### config.mk
export PLATFORM = sky130hd
export DESIGN_NAME = mem_stage
export DESIGN_NICKNAME = d
export VERILOG_FILES = /design/src/rtl/mem_stage.sv
export SDC_FILE = /design/constraint.sdc
export NUM_CORES = 1
export LEC_CHECK = 0
export ABC_AREA = 1
export CAP_MARGIN = 20
export CORE_MARGIN = 10
export CORE_UTILIZATION = 46
export CTS_CLUSTER_DIAMETER = 30
export DETAILED_ROUTE_END_ITERATION = 6
export HOLD_SLACK_MARGIN = 0.03
export PLACE_DENSITY = 0.81
export SYNTH_ARGS = -nofsm -noshare
export SYNTH_HDL_FRONTEND = slang
export SYNTH_SLANG_ARGS = --single-unit
### constraint.sdc
create_clock -name clk -period 2.1 [get_ports clk]
set_input_delay 0.21 -clock clk [delete_from_list [all_inputs] [get_ports clk]]
set_output_delay 0.21 -clock clk [all_outputs]
set_load 0.1 [all_outputs]
### src/rtl/mem_stage.sv
// mem_stage: MEM pipeline stage sitting directly after EXE.
//   Holds one instruction from EXE, picks up the synchronous data-SRAM read
//   data in the cycle after acceptance, and buffers it so that a WB stall
//   cannot lose it. Load results are aligned, extended or merged (lb/lbu/lh/
//   lhu/lw/lwl/lwr). Exception, CP0 and ERET information is passed on to WB.
// Ports:
//   clk, reset          clock, synchronous active-high reset
//   eret_flush          kills the instruction held in MEM
//   es_to_ms_valid/bus  instruction from EXE; ms_allowin back-pressures EXE
//   ws_allowin          WB can accept; ms_to_ws_valid/bus go to WB
//   ms_to_ds_fw_bus     {gr_we, dest, result} forwarded to decode
//   out_ms_valid        raw MEM valid bit
//   ms_excp_valid       latched exception bit (EXE qualifies with out_ms_valid)
//   ms_inst_eret        latched eret bit (EXE qualifies with out_ms_valid)
//   data_sram_rdata     SRAM read data, valid only in the capture cycle
module mem_stage #(
    parameter int ES_TO_MS_BUS_WD = 160,
    parameter int MS_TO_WS_BUS_WD = 152,
    parameter int FW_BUS_WD       = 38
) (
    input  logic                       clk,
    input  logic                       reset,
    input  logic                       eret_flush,
    input  logic                       es_to_ms_valid,
    input  logic [ES_TO_MS_BUS_WD-1:0] es_to_ms_bus,
    output logic                       ms_allowin,
    input  logic                       ws_allowin,
    output logic                       ms_to_ws_valid,
    output logic [MS_TO_WS_BUS_WD-1:0] ms_to_ws_bus,
    output logic [FW_BUS_WD-1:0]       ms_to_ds_fw_bus,
    output logic                       out_ms_valid,
    output logic                       ms_excp_valid,
    output logic                       ms_inst_eret,
    input  logic [31:0]                data_sram_rdata
);

    logic                       ms_valid_q, ms_valid_d;
    logic [ES_TO_MS_BUS_WD-1:0] bus_q, bus_d;
    logic [31:0]                rdata_buf_q, rdata_buf_d;
    logic                       rdata_buf_vld_q, rdata_buf_vld_d;

    logic ms_ready_go;
    logic accept;

    // Fields of the latched EXE->MEM bus
    logic [31:0] bvaddr, rt_value, alu_result, pc;
    logic        bd, eret, mtc0, mfc0, excp_valid, res_from_mem, gr_we;
    logic [7:0]  cp0_dest;
    logic [4:0]  execode, dest;
    logic        ld_wl, ld_wr, ld_w, ld_bu, ld_b, ld_hu, ld_h;

    assign {bvaddr, bd, cp0_dest, eret, mtc0, mfc0, excp_valid, execode,
            rt_value, ld_wl, ld_wr, ld_w, ld_bu, ld_b, ld_hu, ld_h,
            res_from_mem, gr_we, dest, alu_result, pc} = bus_q;

    assign ms_ready_go    = 1'b1;
    assign ms_allowin     = !ms_valid_q || (ms_ready_go && ws_allowin);
    assign ms_to_ws_valid = ms_valid_q && ms_ready_go;
    assign accept         = es_to_ms_valid && ms_allowin;

    // Next-state logic. Flush beats acceptance for the valid bit; the bus
    // register may still take the new value, which is harmless since it is
    // marked invalid.
    always_comb begin
        ms_valid_d      = ms_valid_q;
        bus_d           = bus_q;
        rdata_buf_d     = rdata_buf_q;
        rdata_buf_vld_d = rdata_buf_vld_q;
        if (eret_flush)
            ms_valid_d = 1'b0;
        else if (ms_allowin)
            ms_valid_d = es_to_ms_valid;
        if (accept)
            bus_d = es_to_ms_bus;
        // The SRAM only holds its read data for one cycle; keep a copy taken
        // in the capture cycle for any WB stall that follows.
        if (eret_flush || accept) begin
            rdata_buf_vld_d = 1'b0;
        end else if (ms_valid_q && !rdata_buf_vld_q) begin
            rdata_buf_d     = data_sram_rdata;
            rdata_buf_vld_d = 1'b1;
        end
    end

    always_ff @(posedge clk) begin
        if (reset) begin
            ms_valid_q      <= 1'b0;
            bus_q           <= '0;
            rdata_buf_q     <= 32'h0;
            rdata_buf_vld_q <= 1'b0;
        end else begin
            ms_valid_q      <= ms_valid_d;
            bus_q           <= bus_d;
            rdata_buf_q     <= rdata_buf_d;
            rdata_buf_vld_q <= rdata_buf_vld_d;
        end
    end

    // Load alignment
    logic [31:0] rd;
    logic [1:0]  off;
    logic [7:0]  ld_byte;
    logic [15:0] ld_half;
    logic [31:0] aligned;
    logic [31:0] final_result;

    assign rd      = rdata_buf_vld_q ? rdata_buf_q : data_sram_rdata;
    assign off     = alu_result[1:0];
    assign ld_half = off[1] ? rd[31:16] : rd[15:0];

    always_comb begin
        case (off)
            2'd0:    ld_byte = rd[7:0];
            2'd1:    ld_byte = rd[15:8];
            2'd2:    ld_byte = rd[23:16];
            default: ld_byte = rd[31:24];
        endcase
    end

    always_comb begin
        aligned = rd;
        if (ld_b)
            aligned = {{24{ld_byte[7]}}, ld_byte};
        else if (ld_bu)
            aligned = {24'h0, ld_byte};
        else if (ld_h)
            aligned = {{16{ld_half[15]}}, ld_half};
        else if (ld_hu)
            aligned = {16'h0, ld_half};
        else if (ld_wl) begin
            case (off)
                2'd0:    aligned = {rd[7:0],  rt_value[23:0]};
                2'd1:    aligned = {rd[15:0], rt_value[15:0]};
                2'd2:    aligned = {rd[23:0], rt_value[7:0]};
                default: aligned = rd;
            endcase
        end else if (ld_wr) begin
            case (off)
                2'd0:    aligned = rd;
                2'd1:    aligned = {rt_value[31:24], rd[31:8]};
                2'd2:    aligned = {rt_value[31:16], rd[31:16]};
                default: aligned = {rt_value[31:8],  rd[31:24]};
            endcase
        end else if (ld_w)
            aligned = rd;
    end

    assign final_result = res_from_mem ? aligned : alu_result;

    // An excepting instruction must not write the register file.
    assign ms_to_ws_bus = {bvaddr, bd, cp0_dest, eret, mtc0, mfc0, excp_valid,
                           execode, rt_value, gr_we && !excp_valid, dest,
                           final_result, pc};

    // mfc0 data only appears in WB, so it is never forwarded from here.
    assign ms_to_ds_fw_bus = {ms_valid_q && gr_we && !excp_valid && !mfc0,
                              dest, final_result};

    assign out_ms_valid  = ms_valid_q;
    assign ms_excp_valid = excp_valid;
    assign ms_inst_eret  = eret;

endmodule

==> results.ini <==
[status]
status = finished, violations left
violations = DRC, setup timing

[worst_setup_path]
critPathTopFamily = buffers and inverters
required_ns = 1.89
crit_chain = inv_8 -> buf_6 -> buf_6 -> nand2_4 -> nand3_2 -> nand2_2 -> nor2_2 -> buf_4 -> nand2_2 -> nand3_2 -> nand2_2 -> nand2_2 -> a21oi_4 -> buf_12
crit_buf_inv = 5
slowest_delay_ns = 0.45
crit_fanout = 7
crit_type = flip-flop to output port
r2r-start = ms_to_ws_valid$_SDFFE_PP0N_
critical_path.most_common_cell = nand2_2
crit_arrival_ns = 2.38
worst_path_max_delay_cell = dfxtp_4
crit_path_start = rdata_buf_vld_q$_SDFFE_PP0P_
startpoint_type = flip-flop
critPathCaptureType = output port

[clock_tree]
ctsHoldBuffers = 0
htree_levels = 4
clock_latency_ns = 0.46
clk_pin_slew_ns = 0.10
root_buffer = clkbuf_16
cts_buffer_depth = 2
numClockSinks = 193
cts_tree = done
cts_made_buffers = 17

[hold_path]
hold_path_startpoint = es_to_ms_bus[155]
min-delay-path-class = primary input to flip-flop

[global_route]
use_met1_pct = 33.23
grtUsageMet3_pct = 7.720
antenna_found_initial = 0
overflow = 0
grt_util_met2_pct = 49.10
grt_pass1_vias = 11877
grt_pass1_wl_mm = 68.28
gr-usage-all-layers_pct = 28.06
top_usage_layer = met2
grt_start_max_net_pins = 110

[route]
drt_iter0_drc = 1096
wl_per_cell_um = 19.22
drc = 2
vias = 12232
viasPerCell = 5.181
ant_nets = 0
drtPass1Iterations = 7
postRouteWirelength_mm = 45.37

[logic_synthesis]
ys_seq_area_share_pct = 34.74
syn_nets = 1950
syn_inst = 1753
yosysWarnings = 0
yosysUniqueCellTypes = 29
netlist.top_cell.by_area = dfxtp_1
ys_top_cells_by_area = dfxtp_1, nand2_1, nor2_1, buf_4, o21ai_0
netlist_area_sq_um = 11120
ys_seq_elements = 193
syn_avg_cell_area_sq_um = 6.344
synth_top_area_share_pct = 34.74

[timing]
finalHoldViolCount = 0
fmax_ghz = 0.3866
setup_slack_ns = -0.4867
fin_crit_ns = 2.587
rsz0062_at_grt = true
slew_headroom_pct = 57.58
slew_violations = 0
post-route-period-util_pct = 123.2
worstMarginPinSlew_ns = 0.6355
clock_skew_ns = 0.02340
setup_violations = 64

[layout]
drive_gt1_share_pct = 28.26
diodes = 0
nFillCells = 1933
final_util_pct = 71.90
final_nets = 2226
multiInputGateArea_sq_um = 6090
ff_latch_area_sq_um = 3874
area_growth_pct = 52.67

[placed_design]
portBuffers = 390
place.gp.congestion = 0.9785
place_hpwl_mm = 34.09

[pwr]
comb_power_share_pct = 45.4
vdd.ir_drop.worst_v = 0.0005107
p_int_mw = 7.672
p_switching_mw = 6.292
power.sequential.fraction_pct = 29.4
p_leak_nw = 7.614
power_density_nw_per_um2 = 822.5
switching_share_pct = 45.06
total_power_mw = 13.96
p_clk_share_pct = 25.2

[floorplan]
die_h_um = 175.5
core_sq_um = 23610
rows = 56
die_w_um = 175.5
initial_core_util_pct = 47.10
die_area_sq_um = 30800
ios = 392

[job]
maxCapViolations = 0

==> layout by cell type (no fill, tap or decap), types with 26 or more instances in the layout <==
cell	Yosys	routed
nand2_1	441	309
a21oi_4	1	26
nand2_2	5	112
inv_1	46	40
buf_4	164	212
buf_12	0	93
dfxtp_1	193	189
nand2_4	1	26
a21oi_1	79	55
clkdlybuf4s50_1	0	195
o21ai_0	231	215
nor2_1	395	390
nand3_1	56	52
==> power groups by stage <==
stage,Sequential [mW],Clock (mW),Combinational [mW]
2_1_floorplan,4.13,0,4.54
3_3_place_gp,4.17,0,6.02
3_5_place_dp,4.19,0,6.05
4_1_cts,4.10,3.56,6.25
5_1_grt,4.14,3.71,6.61
6_report,4.11,3.52,6.34
==> tightest hold or removal path, stage by stage <==
cell             delay, ns
clkdlybuf4s50_1       0.39
o21ai_0               0.15
nor2_1                0.04
==> worst paths after layout <==
| path | to | slack [ns] | cells after the start |
|---|---|---|---|
| worst min register to register | rdata_buf_q[2]$_SDFFE_PP0P_ | 0.45 | 2 |
| worst max register to register | rdata_buf_q[31]$_SDFFE_PP0P_ | 0.19 | 8 |
| worst max-delay path | ms_to_ws_bus[59] | -0.49 | 14 |
| worst min-delay path | bus_q[155]$_SDFFE_PP0P_ | 0.36 | 3 |
==> registers in the layout, summed over array words and instances, names as in the netlist <==
| register | cells |
|---|---|
| ms_to_ws_valid | 1 |
| rdata_buf_q | 32 |
| bus_q | 159 |
| rdata_buf_vld_q | 1 |
==> timing repair <==
item | 4_1_cts | 5_1_grt
buffers inserted | 21 | 7
gates cloned | 5 | 1
gates resized for setup | 125 | 73
endpoints found under the setup margin | 64 | 64
pin swaps | 60 | 35
==> layout make-up <==
| cell class | count | share of cell area, % |
|---|---|---|
| well taps | 319 | 2.351 |
| repair buffers | 523 | 33.75 |
| clock buffers | 17 | 2.506 |
| clock inverters | 15 | 1.231 |
| flip-flops and latches | 193 | 22.82 |
| inverters | 57 | 1.474 |
| multi-input cells | 1237 | 35.87 |
==> synthesized netlist by cell type <==
master and n:
a211oi_1 1, a21oi_2 10, nand2_4 1, o21ai_0 231, o21ai_2 1, nand2_1 441, inv_4 2, buf_4 164
dfxtp_1 193, inv_1 46, or2_4 1, buf_8 2, buf_1 2, nor2_4 5, buf_2 37, inv_2 6
nor2_2 6, a21oi_4 1, clkinv_1 3, clkbuf_1 51, buf_6 10, nand4_2 1, nor2_1 395, nor4_1 1
a2111oi_1 1, a21oi_1 79, nand2_2 5, nand3_1 56, o21ai_4 1
==> layer usage <==
| metal | share of wire [%] | vias to the layer above |
|---|---|---|
| met4 | 2.2 | 0 |
| met1 | 38 | 5698 |
| li1 | - | 5927 |
| met2 | 50 | 531 |
| met3 | 9.2 | 76 |
| met5 | 0 | - |
==> stage by stage <==
| step | TNS, ns | hold slack, ns | cells | setup WS [ns] | instance area (sq um) |
|---|---|---|---|---|---|
| 2_1_floorplan | -4.980 | 0.2753 | 1753 | -0.2257 | 11820 |
| 3_5_place_dp | -5.411 | 0.4436 | 2298 | -0.1587 | 15420 |
| 4_1_cts | -25.55 | 0.3671 | 2356 | -0.4638 | 16730 |
| 5_1_grt | -33.19 | 0.3728 | 2361 | -0.5759 | 16980 |
| 3_3_place_gp | -4.640 | 0.4367 | 2298 | -0.1644 | 15420 |
| 6_report | -27.39 | 0.3628 | 2361 | -0.4867 | 16980 |
==> kinds of logic (layout without fill, tap and decap cells) <==
kind of cell / count (synthesis) / after routing / synth area share, %
simple gates: 912 / 912 / 32.21
compound gates: 325 / 325 / 15.27
buf+inv: 323 / 612 / 17.78
flops: 193 / 193 / 34.74
No activity file was read; power rests on OpenSTA's default activity.
